$ cat src/rtl/pipeline_ctrl.sv
// Pipeline hazard/flow controller for a 5-stage in-order core.
// Decodes memory freezes, branch mispredict recovery and load-use stalls
// into per-stage write enables and flushes, and keeps stall/flush
// statistics plus a sticky memory-timeout flag.
module pipeline_ctrl (
    input  logic        clk,
    input  logic        rst,
    input  logic [4:0]  ID_Rs,
    input  logic [4:0]  ID_Rt,
    input  logic        ID_useRs,
    input  logic        ID_useRt,
    input  logic        EX_memRead,
    input  logic [4:0]  EX_wreg,
    input  logic        EX_mispredict,
    input  logic        mem_ready,
    input  logic        clr_cnt,
    output logic        PC_wEn,
    output logic        IFID_wEn,
    output logic        IDEX_wEn,
    output logic        EXMEM_wEn,
    output logic        MEMWB_wEn,
    output logic        IFID_Flush,
    output logic        IDEX_Flush,
    output logic        pc_redirect,
    output logic [15:0] stall_cnt,
    output logic [15:0] flush_cnt,
    output logic        mem_timeout,
    output logic [1:0]  state
);

    typedef enum logic [1:0] {
        RUN    = 2'b00,
        FREEZE = 2'b01,
        FLUSH  = 2'b10
    } state_t;

    state_t      state_q, state_d;
    logic [15:0] stall_cnt_q, stall_cnt_d;
    logic [15:0] flush_cnt_q, flush_cnt_d;
    logic [7:0]  wait_cnt_q, wait_cnt_d;
    logic        mem_timeout_q, mem_timeout_d;

    logic lu;
    logic in_flush;
    logic stall_inc;
    logic flush_inc;

    // Saturating +1 for the 16-bit statistics counters.
    function automatic logic [15:0] sat_inc16(input logic [15:0] v);
        return (v == 16'hFFFF) ? v : v + 16'd1;
    endfunction

    // Saturating +1 for the memory wait counter.
    function automatic logic [7:0] sat_inc8(input logic [7:0] v);
        return (v == 8'hFF) ? v : v + 8'd1;
    endfunction

    // Hazard decode: freeze beats mispredict beats load-use; while reset is
    // held the FLUSH squash is suppressed so decoding looks like RUN.
    always_comb begin
        lu = EX_memRead && (EX_wreg != 5'd0) &&
             ((ID_useRs && (EX_wreg == ID_Rs)) || (ID_useRt && (EX_wreg == ID_Rt)));
        in_flush    = rst && (state_q == FLUSH);
        PC_wEn      = 1'b1;
        IFID_wEn    = 1'b1;
        IDEX_wEn    = 1'b1;
        EXMEM_wEn   = 1'b1;
        MEMWB_wEn   = 1'b1;
        IFID_Flush  = 1'b0;
        IDEX_Flush  = 1'b0;
        pc_redirect = 1'b0;
        stall_inc   = 1'b0;
        flush_inc   = 1'b0;
        state_d     = RUN;
        if (!mem_ready) begin
            PC_wEn    = 1'b0;
            IFID_wEn  = 1'b0;
            IDEX_wEn  = 1'b0;
            EXMEM_wEn = 1'b0;
            MEMWB_wEn = 1'b0;
            state_d   = FREEZE;
        end else if (EX_mispredict) begin
            pc_redirect = 1'b1;
            IFID_Flush  = 1'b1;
            IDEX_Flush  = 1'b1;
            flush_inc   = 1'b1;
            state_d     = FLUSH;
        end else if (in_flush) begin
            // The wrong-path fetch latched on the redirect edge is squashed.
            IFID_Flush = 1'b1;
        end else if (lu) begin
            // One bubble suffices: the load moves on to MEM next edge.
            PC_wEn     = 1'b0;
            IFID_wEn   = 1'b0;
            IDEX_Flush = 1'b1;
            stall_inc  = 1'b1;
        end
    end

    // Statistics and memory-wait bookkeeping; clear wins over increment.
    always_comb begin
        stall_cnt_d = stall_cnt_q;
        flush_cnt_d = flush_cnt_q;
        if (clr_cnt) begin
            stall_cnt_d = 16'd0;
            flush_cnt_d = 16'd0;
        end else begin
            if (stall_inc) stall_cnt_d = sat_inc16(stall_cnt_q);
            if (flush_inc) flush_cnt_d = sat_inc16(flush_cnt_q);
        end
        wait_cnt_d    = mem_ready ? 8'd0 : sat_inc8(wait_cnt_q);
        mem_timeout_d = mem_timeout_q || (wait_cnt_d == 8'hFF);
    end

    // State and counter registers with synchronous active-low reset.
    always_ff @(posedge clk) begin
        if (!rst) begin
            state_q       <= RUN;
            stall_cnt_q   <= 16'd0;
            flush_cnt_q   <= 16'd0;
            wait_cnt_q    <= 8'd0;
            mem_timeout_q <= 1'b0;
        end else begin
            state_q       <= state_d;
            stall_cnt_q   <= stall_cnt_d;
            flush_cnt_q   <= flush_cnt_d;
            wait_cnt_q    <= wait_cnt_d;
            mem_timeout_q <= mem_timeout_d;
        end
    end

    assign stall_cnt   = stall_cnt_q;
    assign flush_cnt   = flush_cnt_q;
    assign mem_timeout = mem_timeout_q;
    assign state       = state_q;

endmodule
$ cat config.mk
export PLATFORM = sky130hd
export DESIGN_NAME = pipeline_ctrl
export DESIGN_NICKNAME = d
export VERILOG_FILES = /design/src/rtl/pipeline_ctrl.sv
export SDC_FILE = /design/constraint.sdc
export NUM_CORES = 1
export LEC_CHECK = 0
export CAP_MARGIN = 25
export CORE_MARGIN = 8
export CORE_UTILIZATION = 42
export CTS_CLUSTER_SIZE = 24
export DETAILED_ROUTE_END_ITERATION = 7
export GPL_ROUTABILITY_DRIVEN = 0
export GPL_TIMING_DRIVEN = 0
export PLACE_DENSITY_LB_ADDON = 0.15
export SLEW_MARGIN = 0
export SYNTH_ARGS = -nofsm -noshare
export SYNTH_HDL_FRONTEND = slang
export SYNTH_SLANG_ARGS = --single-unit
$ cat constraint.sdc
create_clock -name clk -period 1.85 [get_ports clk]
set_clock_uncertainty 0.15 [all_clocks]
set_input_delay 0.2775 -clock clk [delete_from_list [all_inputs] [get_ports clk]]
set_output_delay 0.2775 -clock clk [all_outputs]
set_load 0.02 [all_outputs]
# --- After elaboration in Yosys (flattened, before gate mapping) ---
# Cells that the tools add are included.
word_totals:
  register_bits: 43
  in_bits: 23
op_classes:
  n_addsub: 3
  eq_ne: 7
  mux: 20
  bitwise: 3
  reduce_logical: 12
op_table:
  columns: ["op", "count"]
  rows:
  - ["$add A16 B1 Y16 const B", 2]
  - ["$eq A16 B16 Y1 const B", 2]
  - ["$mux W1", 17]
  - ["$eq A8 B8 Y1 const B", 2]
  - ["$mux W8", 2]
  - ["$eq A5 B5 Y1", 2]
  - ["$add A8 B1 Y8 const B", 1]
  - ["$reduce_and A2 Y1", 3]
  - ["$logic_and A1 B1 Y1", 5]
  - ["$reduce_bool A5 Y1", 1]
  - ["$not A1 Y1", 3]
  - ["$eq A2 B2 Y1 const B", 1]
  - ["$logic_or A1 B1 Y1", 2]
  - ["$mux W2", 1]
  - ["$reduce_or A2 Y1", 1]

# --- Logic depth before layout (Yosys ltp) ---
# Gate-level depths: netlist of the first run.
depth:
  depth_word: 9
  mapped_depth: 8

# --- Worst setup path before layout of the first run ---
# OpenSTA, ideal clock, no wires.
synth_path:
  path_kind: "input port to output port"
  from: "input port EX_wreg[1]"
  to: "output port PC_wEn"
  arrival_ps: 2041
  required_ps: 1422
  slack_ps: -619
  cell_stages: 5
  n_path_buf: 1
  cell_sequence: "or4_1 -> o211a_1 -> and2_1 -> a21boi_0 -> buf_4"
synth_via:
  elab_chain_len: 8
synth_rtl:
  columns: ["element", "line_no", "rtl"]
  rows:
  - ["start: declaration", "13", "input logic [4:0] EX_wreg,"]
  - ["$eq A5 B5 Y1", "62", "((ID_useRs && (EX_wreg == ID_Rs)) || (ID_useRt && (EX_wreg == ID_Rt)));"]
  - ["$logic_and A1 B1 Y1", "62", null]
  - ["$logic_or A1 B1 Y1", "62", null]
  - ["$logic_and A1 B1 Y1 (*)", "61", "lu = EX_memRead && (EX_wreg != 5'd0) &&"]
  - ["$mux W1 (*) (4 in series)", null, null]
  - ["end: declaration", "17", "output logic PC_wEn,"]
# Every way passes the cells marked *; elsewhere a longest branch is shown, timed or not.

# --- Worst setup path in the final report of the first run ---
layout_path:
  from: "input port EX_wreg[4]"
  to: "output port PC_wEn"
layout_via:
  elab_chain_len: 8
layout_rtl:
  columns: ["element", "line_no", "rtl"]
  rows:
  - ["$eq A5 B5 Y1", "62", null]
  - ["$logic_and A1 B1 Y1", "62", null]
  - ["$logic_or A1 B1 Y1", "62", null]
  - ["$logic_and A1 B1 Y1 (*)", "61", null]
  - ["$mux W1 (*)", "91", "end else if (lu) begin"]
  - ["$mux W1 (*)", "88", "end else if (in_flush) begin"]
  - ["$mux W1 (*)", "82", "end else if (EX_mispredict) begin"]
  - ["$mux W1 (*)", "75", "if (!mem_ready) begin"]
# Marks and branches as above.

==> key figures, run 1 <==
Die
  • Initial Utilization: 0.4339
  • Row count: 26
  • Die ar.: 7856 um2
  • Die width: 88.64 um
  • Core Box Area: 5107 um2
  • Die height: a little under 90 um
  • # IOs: between 60 and 70

Worst setup path
  • Crit path from: EX_wreg[4]
  • Critical path class: in -> out
  • Crit. End Element: output pin
  • Startpoint Class: input port
  • CP required: roughly 1.4 ns
  • R2R depth: 6
  • Arrival @ worst endpoint: about 1.7 ns
  • End of the critical path: PC_wEn
  • FF-to-FF End: flush_cnt[15]
  • Critical R2R Launch: flush_cnt[1]
  • R2R setup slack: -0.25 ns
  • CP max FO: 3

Run status
  • Status: finished, violations left
  • Failing checks: negative setup slack

Yosys
  • Async S/R FF share, synth: 0
  • Post-Synthesis Net Count: 290
  • Post-synth top flop: dfxtp_1
  • Syn_area_per_cell: between 8 and 9 um2
  • Yosys warnings: 0
  • Yosys cell types: 44
  • Seq cells post-synth: 43
  • EDFF count, synth: 0
  • Sequential-to-total area share from yosys stat: 0.3885
  • Mapped Cells: about 260
  • Post-synthesis cell area: 2216 um2

Detailed routing
  • Pre-antenna DRT Iters: 5
  • DR DRC count: 0
  • WL/cell: 15.35 um
  • Final wirelength: around 6600 um
  • Via/cell ratio: ~5.3
  • Starting DRC count in detailed routing: approximately 140
  • Antenna viol nets, final: 0
  • Via count: ~2.3k

Global routing
  • Overflow after GRT: 0
  • Number of global-route vias before repair: approximately 2.2k
  • First-pass GRT wire length: 9963 um
  • Largest net degree at the start of global routing: 14
  • Tot GR Track Use: 0.1582
  • Initial antenna violation count: 0

Timing
  • Max-slew headroom: 0.6671
  • Tmin final: 2.105 ns
  • Final Hold Viols: 0
  • Setup tns final: -1.895 ns
  • Setup repair after global routing missed its margin: true
  • Hold_ws: approximately 0.27 ns
  • Final setup margin: -0.2548 ns
  • Fin crit share: 1.138
  • Final Max Slew Viols: 0
  • Least-Margin Pin Slew: 0.4983 ns
  • Fmax: approximately 0.48 GHz
  • Number of setup violations in the final report: 24

CTS
  • Clock Tree Root: clkbuf_8
  • CTS hold repair buffers: 0
  • CTS max path bufs: 2
  • Clock net sink count: 43
  • Clock-pin slew on the worst setup and hold paths: 0.08 ns
  • Clk Latency, worst-skew pair: 0.30 ns
  • CTS H-Tree Depth: 2
  • CTS tree: done
  • Cts bufs inserted: 5

Power
  • Lkg Pwr: ~1.3 nW
  • Pwr Total: approximately 0.0017 W
  • Peak supply drop: around 0.30 mV
  • PwrDens: 489.1 nW/um2

Finish
  • Final std cells w/o fill: 427
  • Area grow syn2layout: 59.40%
  • Area of the multi-input gates: about 1500 um2
  • Layout cells sized above 1: 0.3137
  • Final net count: 382
  • FF/Latch Area: around 900 um2
  • Fillers: between 400 and 500
  • Finished Cell Area: about 3500 um2
  • N_diodes: 0

Placement
  • Port Buf Inserts: between 60 and 70
  • Dpl cells: roughly 400
  • Dpl cell area: 2997 um2
  • Detailed Place HPWL: 4278 um

Min path
  • Worst hold path class: in -> reg

Flow run
  • Max Cap Viol: 0
[cells in the final DEF (no fill, tap or decap), types with 3 or more instances in the layout]
| master | instances |
|---|---|
| o21ai_0 | 5 |
| dfxtp_2 | 12 |
| clkbuf_1 | 5 |
| or3_1 | 6 |
| buf_6 | 9 |
| dlymetal6s2s_1 | 9 |
| nand3_1 | 13 |
| nand2_1 | 19 |
| nand2_2 | 4 |
| xor2_1 | 13 |
| buf_4 | 19 |
| dlygate4sd2_1 | 7 |
| inv_1 | 6 |
| and3_1 | 4 |
| nand4_1 | 9 |
| and4_4 | 3 |
| nand3_2 | 6 |
| dfxtp_4 | 4 |
| dfxtp_1 | 27 |
| xnor2_1 | 14 |
| a21oi_2 | 4 |
| nor3_1 | 3 |
| nor2_1 | 32 |
| clkbuf_8 | 5 |
| ha_4 | 3 |
| a21oi_1 | 9 |
| nand2b_1 | 3 |
| clkdlybuf4s50_1 | 37 |
| o21ai_2 | 6 |
| a211oi_1 | 3 |
| or4_4 | 4 |
[synth_stat cells (all sizes together), types with 2 or more instances]
| library cell | instances | share of area |
|---|---|---|
| dfxtp | 43 | 0.39 |
| nor2 | 33 | 0.056 |
| nand2 | 24 | 0.043 |
| nand3 | 21 | 0.050 |
| xnor2 | 15 | 0.059 |
| xor2 | 14 | 0.055 |
| a21oi | 13 | 0.029 |
| o21ai | 11 | 0.025 |
| nand4 | 9 | 0.025 |
| or3 | 7 | 0.020 |
| and3 | 6 | 0.018 |
| clkbuf | 6 | 0.010 |
| inv | 6 | 0.010 |
| and4 | 5 | 0.023 |
| buf | 5 | 0.016 |
| or4 | 5 | 0.017 |
| o31ai | 4 | 0.014 |
| a211oi | 3 | 0.010 |
| a31oi | 3 | 0.011 |
| and2 | 3 | 0.0085 |
| ha | 3 | 0.017 |
| nand2b | 3 | 0.0085 |
| nor3 | 3 | 0.0068 |
| a21boi | 2 | 0.0068 |
| and4bb | 2 | 0.011 |
| nand3b | 2 | 0.0068 |
| o211ai | 2 | 0.0068 |
[stage by stage]
step	setup WS, ns	util
4_1_cts	-0.2637	0.6367
2_1_floorplan	-0.1934	-
5_1_grt	-0.2834	0.6916
3_3_place_gp	-1.186	0.5867
3_5_place_dp	-1.212	0.5867
6_report	-0.2548	0.6916
[report_power, final]
group,switching (W),internal (W)
Combinational,0.0000987,0.000110
Clock,0.000323,0.000264
Sequential,0.00000656,0.000925
Total,0.000428,0.00130
[final cells by class]
type | instances | area share
multi-input combinational | 205 | 0.4350
sequential | 43 | 0.2522
timing repair buffer | 85 | 0.2380
tap | 70 | 0.02480
clock buffer | 6 | 0.02055
buffer | 10 | 0.01948
inverter | 6 | 0.006376
clock inverter | 2 | 0.003542
[timing repair]
item,in CTS,in global routing
endpoints found under the hold margin,0,0
cloned,1,1
endpoints found under the setup margin,36,38
buffers inserted,12,10
resized for setup,73,68
pin swaps,22,44
[worst max-delay path: stages]
cell	delay, ns
buf_8	0.09
or4_4	0.52
o211a_1	0.24
and2_4	0.18
a21boi_4	0.15
buf_6	0.11
buf_6	0.10
[state kept, by name (all words and copies together) (netlist names)]
register     flops
flush_cnt       16
mem_timeout      1
stall_cnt       16
state            2
wait_cnt_q       8
[routing by layer]
metal	track usage	part of all wire
met1	0.1852	0.42
met2	0.2682	0.48
met3	0.04921	0.078
met4	0.04608	0.017
met5	0	0
[worst min path at each step]
stage	startpoint	end	slack, ns	cells after the start
4_1_cts	mem_ready	state[1]	0.28	2
3_5_place_dp	mem_timeout	mem_timeout	0.31	1
2_1_floorplan	rst	wait_cnt_q[5]	0.25	1
5_1_grt	mem_ready	state[1]	0.31	2
6_report	mem_ready	state[1]	0.27	2
3_3_place_gp	mem_timeout	mem_timeout	0.30	1
[cell families after synthesis]
kind of cell / share of synthesized area
AO/OA/AOI/OAI: 0.1293
buffers and inverters: 0.03613
multiplexers: 0.009599
XOR/XNOR: 0.1146
flip-flops: 0.3885
AND/OR/NAND/NOR: 0.3049
adder cells (fa/ha/maj): 0.01694
Power figures use the tool's default switching activity.
==> inputs of run 2 (changes only) <==
--- a/config.mk
+++ b/config.mk
@@ -8,11 +8,11 @@
 export CAP_MARGIN = 25
 export CORE_MARGIN = 8
 export CORE_UTILIZATION = 42
-export CTS_CLUSTER_SIZE = 24
+export CTS_CLUSTER_SIZE = 20
 export DETAILED_ROUTE_END_ITERATION = 7
-export GPL_ROUTABILITY_DRIVEN = 0
 export GPL_TIMING_DRIVEN = 0
 export PLACE_DENSITY_LB_ADDON = 0.15
+export SKIP_LAST_GASP = 1
 export SLEW_MARGIN = 0
 export SYNTH_ARGS = -nofsm -noshare
 export SYNTH_HDL_FRONTEND = slang
==> run 2 against run 1 <==
The flow still finishes with violations (negative setup slack); combinational power hardly changed; total power barely moved; worst setup slack improved by 0.00072 ns; die area stayed put; core utilization decreased by 0.22 points; cell area fell by 0.32%; non-clock buffer count is the same; critical path depth stayed put; first-iteration DRC count fell by 0.70%; global-route usage unchanged; register-to-register slack about the same.
==> key figures, run 2 (synthesis results as in run 1) <==
Power
  • Switching Share: 0.2478 (about the same)
  • Clock power share: 0.340 (about the same)
  • Lkg Pwr: 1.269 nW (-3.3%)
  • Seq pwr share: 0.540 (about the same)
  • Switching power: 0.0004280 W (about the same)
  • Cell Int Power: 0.001299 W (about the same)
  • Logic pwr share: 0.120 (about the same)
  • Peak supply drop: 0.2919 mV (-2.9%)
  • PwrDens: 490.6 nW/um2 (+0.31%)

Timing
  • Number of setup violations in the final report: 24 (unchanged)
  • Fmax: 0.4753 GHz (about the same)
  • Final Hold Viols: 0 (unchanged)
  • Final Max Slew Viols: 0 (unchanged)
  • Final setup margin: -0.2541 ns (+0.0007170 ns)
  • Hold_ws: 0.2736 ns (+0.0001460 ns)
  • Least-Margin Pin Slew: 0.4404 ns (-0.05790 ns)
  • Tmin final: 2.104 ns (-0.0007170 ns)
  • Setup tns final: -1.867 ns (+0.02771 ns)
  • Setup repair after global routing missed its margin: true
  • Fin crit share: 1.137 (about the same)
  • Max-slew headroom: 0.7064 (+0.03928)

CTS
  • CTS max path bufs: 2 (unchanged)
  • Cts bufs inserted: 5 (unchanged)
  • Clock Tree Root: clkbuf_8
  • Clock net sink count: 43 (unchanged)
  • CTS hold repair buffers: 0 (unchanged)
  • Clk Latency, worst-skew pair: 0.29 ns (about the same)
  • CTS tree: done
  • Clock-pin slew on the worst setup and hold paths: 0.08 ns (about the same)
  • CTS H-Tree Depth: 2 (unchanged)

Worst setup path
  • Crit. End Element: output pin
  • Critical path class: in -> out
  • CP max stage delay: 0.52 ns (about the same)
  • Slowest cell on crit path: or4_4
  • CP required: 1.42 ns (about the same)
  • Startpoint Class: input port
  • CP max FO: 3 (unchanged)
  • Worst Path Buf+Inv: 3 (unchanged)
  • Family with the most delay on the worst path: simple AND/OR/NAND/NOR gates
  • Arrival @ worst endpoint: 1.68 ns (about the same)
  • CP Cell Sequence: buf_8 > or4_4 > o211a_1 > and2_4 > a21boi_4 > buf_6 > buf_6
  • Critical Path Most Common Cell: buf_6

Placement
  • Port Buf Inserts: 64 (unchanged)
  • Pre-CTS setup slack: -1.212 ns (unchanged)
  • Detailed Place HPWL: 4278 um (unchanged)
  • Dpl cell area: 2997 um2 (unchanged)
  • Routability cong.: between 0.8 and 0.9

Finish
  • Area grow syn2layout: 58.89%
  • Layout cells sized above 1: 0.3081 (-0.005602)
  • Finished Cell Area: 3521 um2 (-0.32%)
  • Final core occ: 0.6894 (-0.002205)
  • Commonest non-fill, non-tap cell in the layout: clkdlybuf4s50_1
  • Commonest non-fill, non-tap cells in the layout: 40 x clkdlybuf4s50_1, 32 x nor2_1, 26 x dfxtp_1
  • N_diodes: 0 (unchanged)
  • Final net count: 382 (unchanged)

Min path
  • Worst hold path class: in -> reg

Die
  • Initial Utilization: 0.4339 (unchanged)
  • Die width: 88.64 um (unchanged)
  • Core Box Area: 5107 um2 (unchanged)
  • Die height: 88.64 um (unchanged)
  • # IOs: 66 (unchanged)
  • Die ar.: 7856 um2 (unchanged)
  • Row count: 26 (unchanged)

Global routing
  • Tot GR Track Use: 0.1582 (unchanged)
  • Largest net degree at the start of global routing: 14 (unchanged)
  • First-pass GRT wire length: 9963 um (unchanged)
  • Number of global-route vias before repair: 2,169 (unchanged)
  • Overflow after GRT: 0 (unchanged)
  • Initial antenna violation count: 0 (unchanged)

Run status
  • Status: finished, violations left
  • Failing checks: negative setup slack

Detailed routing
  • DR DRC count: 0 (unchanged)
  • Final wirelength: 6444 um (-1.7%)
  • Antenna viol nets, final: 0 (unchanged)
  • Via count: 2,266 (-0.31%)
  • WL/cell: 15.09 um (-1.7%)
  • Starting DRC count in detailed routing: 142 (-0.70%)
  • Via/cell ratio: 5.307 (-0.31%)
  • Pre-antenna DRT Iters: 4 (-1)

Flow run
  • Max Cap Viol: 0 (unchanged)
-- run 2: final timing paths --
| check | startpoint | endpoint | slack [ns] | cells past startpoint |
|---|---|---|---|---|
| hold reg to reg | mem_timeout | mem_timeout | 0.33 | 1 |
| setup / recovery | EX_wreg[4] | PC_wEn | -0.25 | 7 |
| hold / removal | mem_ready | state[1] | 0.27 | 2 |
| setup reg to reg | flush_cnt[0] | flush_cnt[15] | -0.25 | 6 |
-- run 2: layout make-up --
class	instances	area [um2]
Clock buffer	6	72.57
Timing Repair Buffer	85	837.1
Multi-Input combinational cell	205	1528
Fill cell	419	1587
Tap cell	70	87.58
Inverter	6	22.52
Buffer	10	68.82
Sequential cell	43	892.1
Clock inverter	2	12.51
-- run 2: stage by stage --
stage | power, W | std cells
global route | 0.001808 | 427
CTS | 0.001736 | 418
global placement | 0.001143 | 398
floorplan | 0.001050 | 264
finish | 0.001727 | 427
detailed placement | 0.001146 | 398
-- run 2: worst reg2reg max path, delay by kind of cell (launching register included) --
family          cells  cell delay [ns]
compound gates      1             0.14
flops               1             0.36
fa+ha+maj           1             0.16
simple gates        4             1.24
-- run 2: metal layers --
metal | vias to the layer above | GRT usage | routed length (um)
met2 | 78 | 0.2682 | 3160
met4 | 0 | 0.04608 | 73
met3 | 7 | 0.04921 | 516
met1 | 1055 | 0.1852 | 2694
met5 | - | 0 | 0
li1 | 1126 | - | -
-- run 2: power groups by stage --
| stage | logic [W] | clock network, W | registers [W] |
|---|---|---|---|
| 2_1_floorplan | 0.0000903 | 0 | 0.000959 |
| 3_3_place_gp | 0.000186 | 0 | 0.000957 |
| 3_5_place_dp | 0.000189 | 0 | 0.000957 |
| 4_1_cts | 0.000198 | 0.000606 | 0.000932 |
| 5_1_grt | 0.000223 | 0.000652 | 0.000933 |
| 6_report | 0.000208 | 0.000587 | 0.000932 |
-- run 2: repair_timing --
action,in CTS,in global routing
buffers inserted,12,10
gates cloned,1,1
resized for setup,72,64
endpoints found under the setup margin,36,39
pin swaps,21,42
==> inputs of run 3 (changes only) <==
--- a/config.mk
+++ b/config.mk
@@ -6,8 +6,7 @@
 export NUM_CORES = 1
 export LEC_CHECK = 0
 export CAP_MARGIN = 25
-export CORE_MARGIN = 8
-export CORE_UTILIZATION = 42
+export CORE_UTILIZATION = 51
 export CTS_CLUSTER_SIZE = 20
 export DETAILED_ROUTE_END_ITERATION = 7
 export GPL_TIMING_DRIVEN = 0
==> constraint.sdc (replaced) <==
create_clock -name clk -period 2.54 [get_ports clk]
set_clock_uncertainty 0.15 [all_clocks]
set_input_delay 0.381 -clock clk [delete_from_list [all_inputs] [get_ports clk]]
set_output_delay 0.381 -clock clk [all_outputs]
set_load 0.02 [all_outputs]
==> run 3 against run 2 <==
The run now ends clean; sequential power shrank 27%; total power shrank 28%; non-clock buffer count decreased by 18; global-route usage up 7.6 points; first-iteration DRC count down 15%; die area down 41%; sequential cell count stayed put; cell count fell by 9.1%; register-to-register slack better by 0.58 ns; cell area shrank 14%; combinational power fell by 37%; critical path type unchanged; largest cell class unchanged; largest power group unchanged; highest routed layer unchanged.
==> key figures, run 3 (synthesis results as in run 1) <==
Run status
  • Status: complete, no violations

Die
  • Initial Utilization: 0.5423 (+0.1084)
  • Die height: 67.92 um (-23%)
  • Die width: 67.92 um (-23%)
  • # IOs: 66 (unchanged)
  • Core Box Area: 4086 um2 (-20%)
  • Row count: 23 (-12%)
  • Die ar.: 4612 um2 (-41%)

Worst setup path
  • Startpoint Class: input port
  • Family with the most delay on the worst path: simple AND/OR/NAND/NOR gates
  • CP max stage delay: 0.53 ns (about the same)
  • Crit. End Element: output pin
  • Critical Path Most Common Cell: buf_4
  • Critical path class: in -> out
  • CP max FO: 4 (+1)
  • Worst path depth: 7 (unchanged)
  • Worst Path Buf+Inv: 3 (unchanged)
  • CP required: 2.01 ns (+0.59 ns)
  • Arrival @ worst endpoint: 2.00 ns (+0.32 ns)
  • Slowest cell on crit path: or4_4
  • R2R depth: 6 (unchanged)
  • CP Cell Sequence: dlygate4sd2_1 > or4_4 > o211a_1 > and2_4 > a21boi_2 > buf_4 > buf_4

Global routing
  • Largest net degree at the start of global routing: 14 (unchanged)
  • First-pass GRT wire length: 8204 um (-18%)
  • Tot GR Track Use: 0.2338 (+0.07564)
  • Overflow after GRT: 0 (unchanged)
  • Number of global-route vias before repair: 1,921 (-11%)
  • Initial antenna violation count: 0 (unchanged)

Timing
  • Tmin final: ~2.5 ns
  • Final Max Slew Viols: 0 (unchanged)
  • Least-Margin Pin Slew: 0.5476 ns (+0.1072 ns)
  • Final Hold Viols: 0 (unchanged)
  • Setup repair after global routing missed its margin: true
  • Fin crit share: 0.9964
  • Fmax: about 0.4 GHz
  • Number of setup violations in the final report: 0 (-100%)
  • Max-slew headroom: 0.6337 (-0.07263)
  • Hold_ws: 0.3398 ns (+0.06626 ns)

Detailed routing
  • Via/cell ratio: 5.503 (+3.7%)
  • Starting DRC count in detailed routing: 120 (-15%)
  • DR DRC count: 0 (unchanged)
  • Final wirelength: 5186 um (-20%)
  • WL/cell: 13.37 um (-11%)
  • Via count: 2,135 (-5.8%)
  • Antenna viol nets, final: 0 (unchanged)
  • Pre-antenna DRT Iters: 5 (+1)

CTS
  • Clock-pin slew on the worst setup and hold paths: 0.07 ns (about the same)
  • Clock Tree Root: clkbuf_8
  • CTS hold repair buffers: 0 (unchanged)
  • Clk Latency, worst-skew pair: 0.30 ns (about the same)
  • CTS max path bufs: 2 (unchanged)
  • CTS H-Tree Depth: 2 (unchanged)
  • Cts bufs inserted: 5 (unchanged)
  • CTS tree: done
  • Clock net sink count: 43 (unchanged)

Finish
  • Final net count: 363 (-5.0%)
  • Commonest non-fill, non-tap cell in the layout: clkdlybuf4s50_1
  • Final core occ: 0.7394 (+0.05007)
  • Commonest non-fill, non-tap cells in the layout: 56 x clkdlybuf4s50_1, 43 x dfxtp_1, 33 x nor2_1
  • N_diodes: 0 (unchanged)
  • Final std cells w/o fill: 388 (-9.1%)
  • Layout cells sized above 1: 0.09763 (-0.2105)
  • Area grow syn2layout: 36.36%

Power
  • Peak supply drop: 0.3462 mV (+19%)
  • Pwr Total: 0.001241 W (-28%)
  • Lkg Pwr: 1.029 nW (-19%)
  • PwrDens: 410.8 nW/um2 (-16%)

Placement
  • Detailed Place HPWL: 3792 um (-11%)
  • Port Buf Inserts: 64 (unchanged)
  • Routability cong.: 0.8858 (+2.1%)
  • Dpl cells: 378 (-5.0%)

Min path
  • Hold Path Depth: 1 (-1)
  • Worst hold path class: reg -> reg

Flow run
  • Max Cap Viol: 0 (unchanged)
[run 3: routing by layer]
layer | vias to the layer above | wire length (um) | track usage
met4 | 0 | 48 | 0.07813
met3 | 4 | 244 | 0.05333
li1 | 1085 | - | -
met1 | 999 | 2361 | 0.2731
met5 | - | 0 | 0
met2 | 47 | 2532 | 0.4171
[run 3: path summary, 6_finish.rpt]
path | from | endpoint | slack [ns]
worst min register to register | mem_timeout | mem_timeout | 0.34
worst max-delay path | EX_wreg[1] | PC_wEn | 0.009
worst max register to register | flush_cnt[0] | flush_cnt[15] | 0.33
worst min-delay path | mem_timeout | mem_timeout | 0.34
[run 3: timing repair]
| item | CTS | global route |
|---|---|---|
| endpoints found under the setup margin | 3 | 3 |
| hold endpoints to repair | 0 | 0 |
| pin swaps | 2 | 2 |
| resized for setup | 20 | 2 |
| setup buffers | 2 | 0 |
[run 3: stage by stage]
stage / worst slack, ns / setup TNS, ns / instance area (um2)
3_3_place_gp: -0.7709 / -2.010 / 2919
3_5_place_dp: -0.8211 / -2.140 / 2919
5_1_grt: -0.03821 / -0.03821 / 3022
2_1_floorplan: 0.06369 / 0 / 2216
6_report: 0.009074 / 0 / 3022
4_1_cts: -0.02060 / -0.02060 / 3015
[run 3: final cells by class]
type                    count  area, um2
plain buffers              11      57.56
multi-input cells         204       1292
fillers                   328       1065
well taps                  50      62.56
inverters                   6      22.52
flip-flops and latches     43      860.8
clock buffers               6      72.57
repair buffers             66      640.6
clock inverters             2      12.51
[run 3: where the power goes]
group	switching (W)	leakage, nW	total [W]	internal [W]
combinational	0.0000617	0.641	0.000132	0.0000703
clock	0.000235	0.0412	0.000428	0.000192
sequential	0.00000426	0.347	0.000681	0.000677
total	0.000301	1.03	0.00124	0.000940
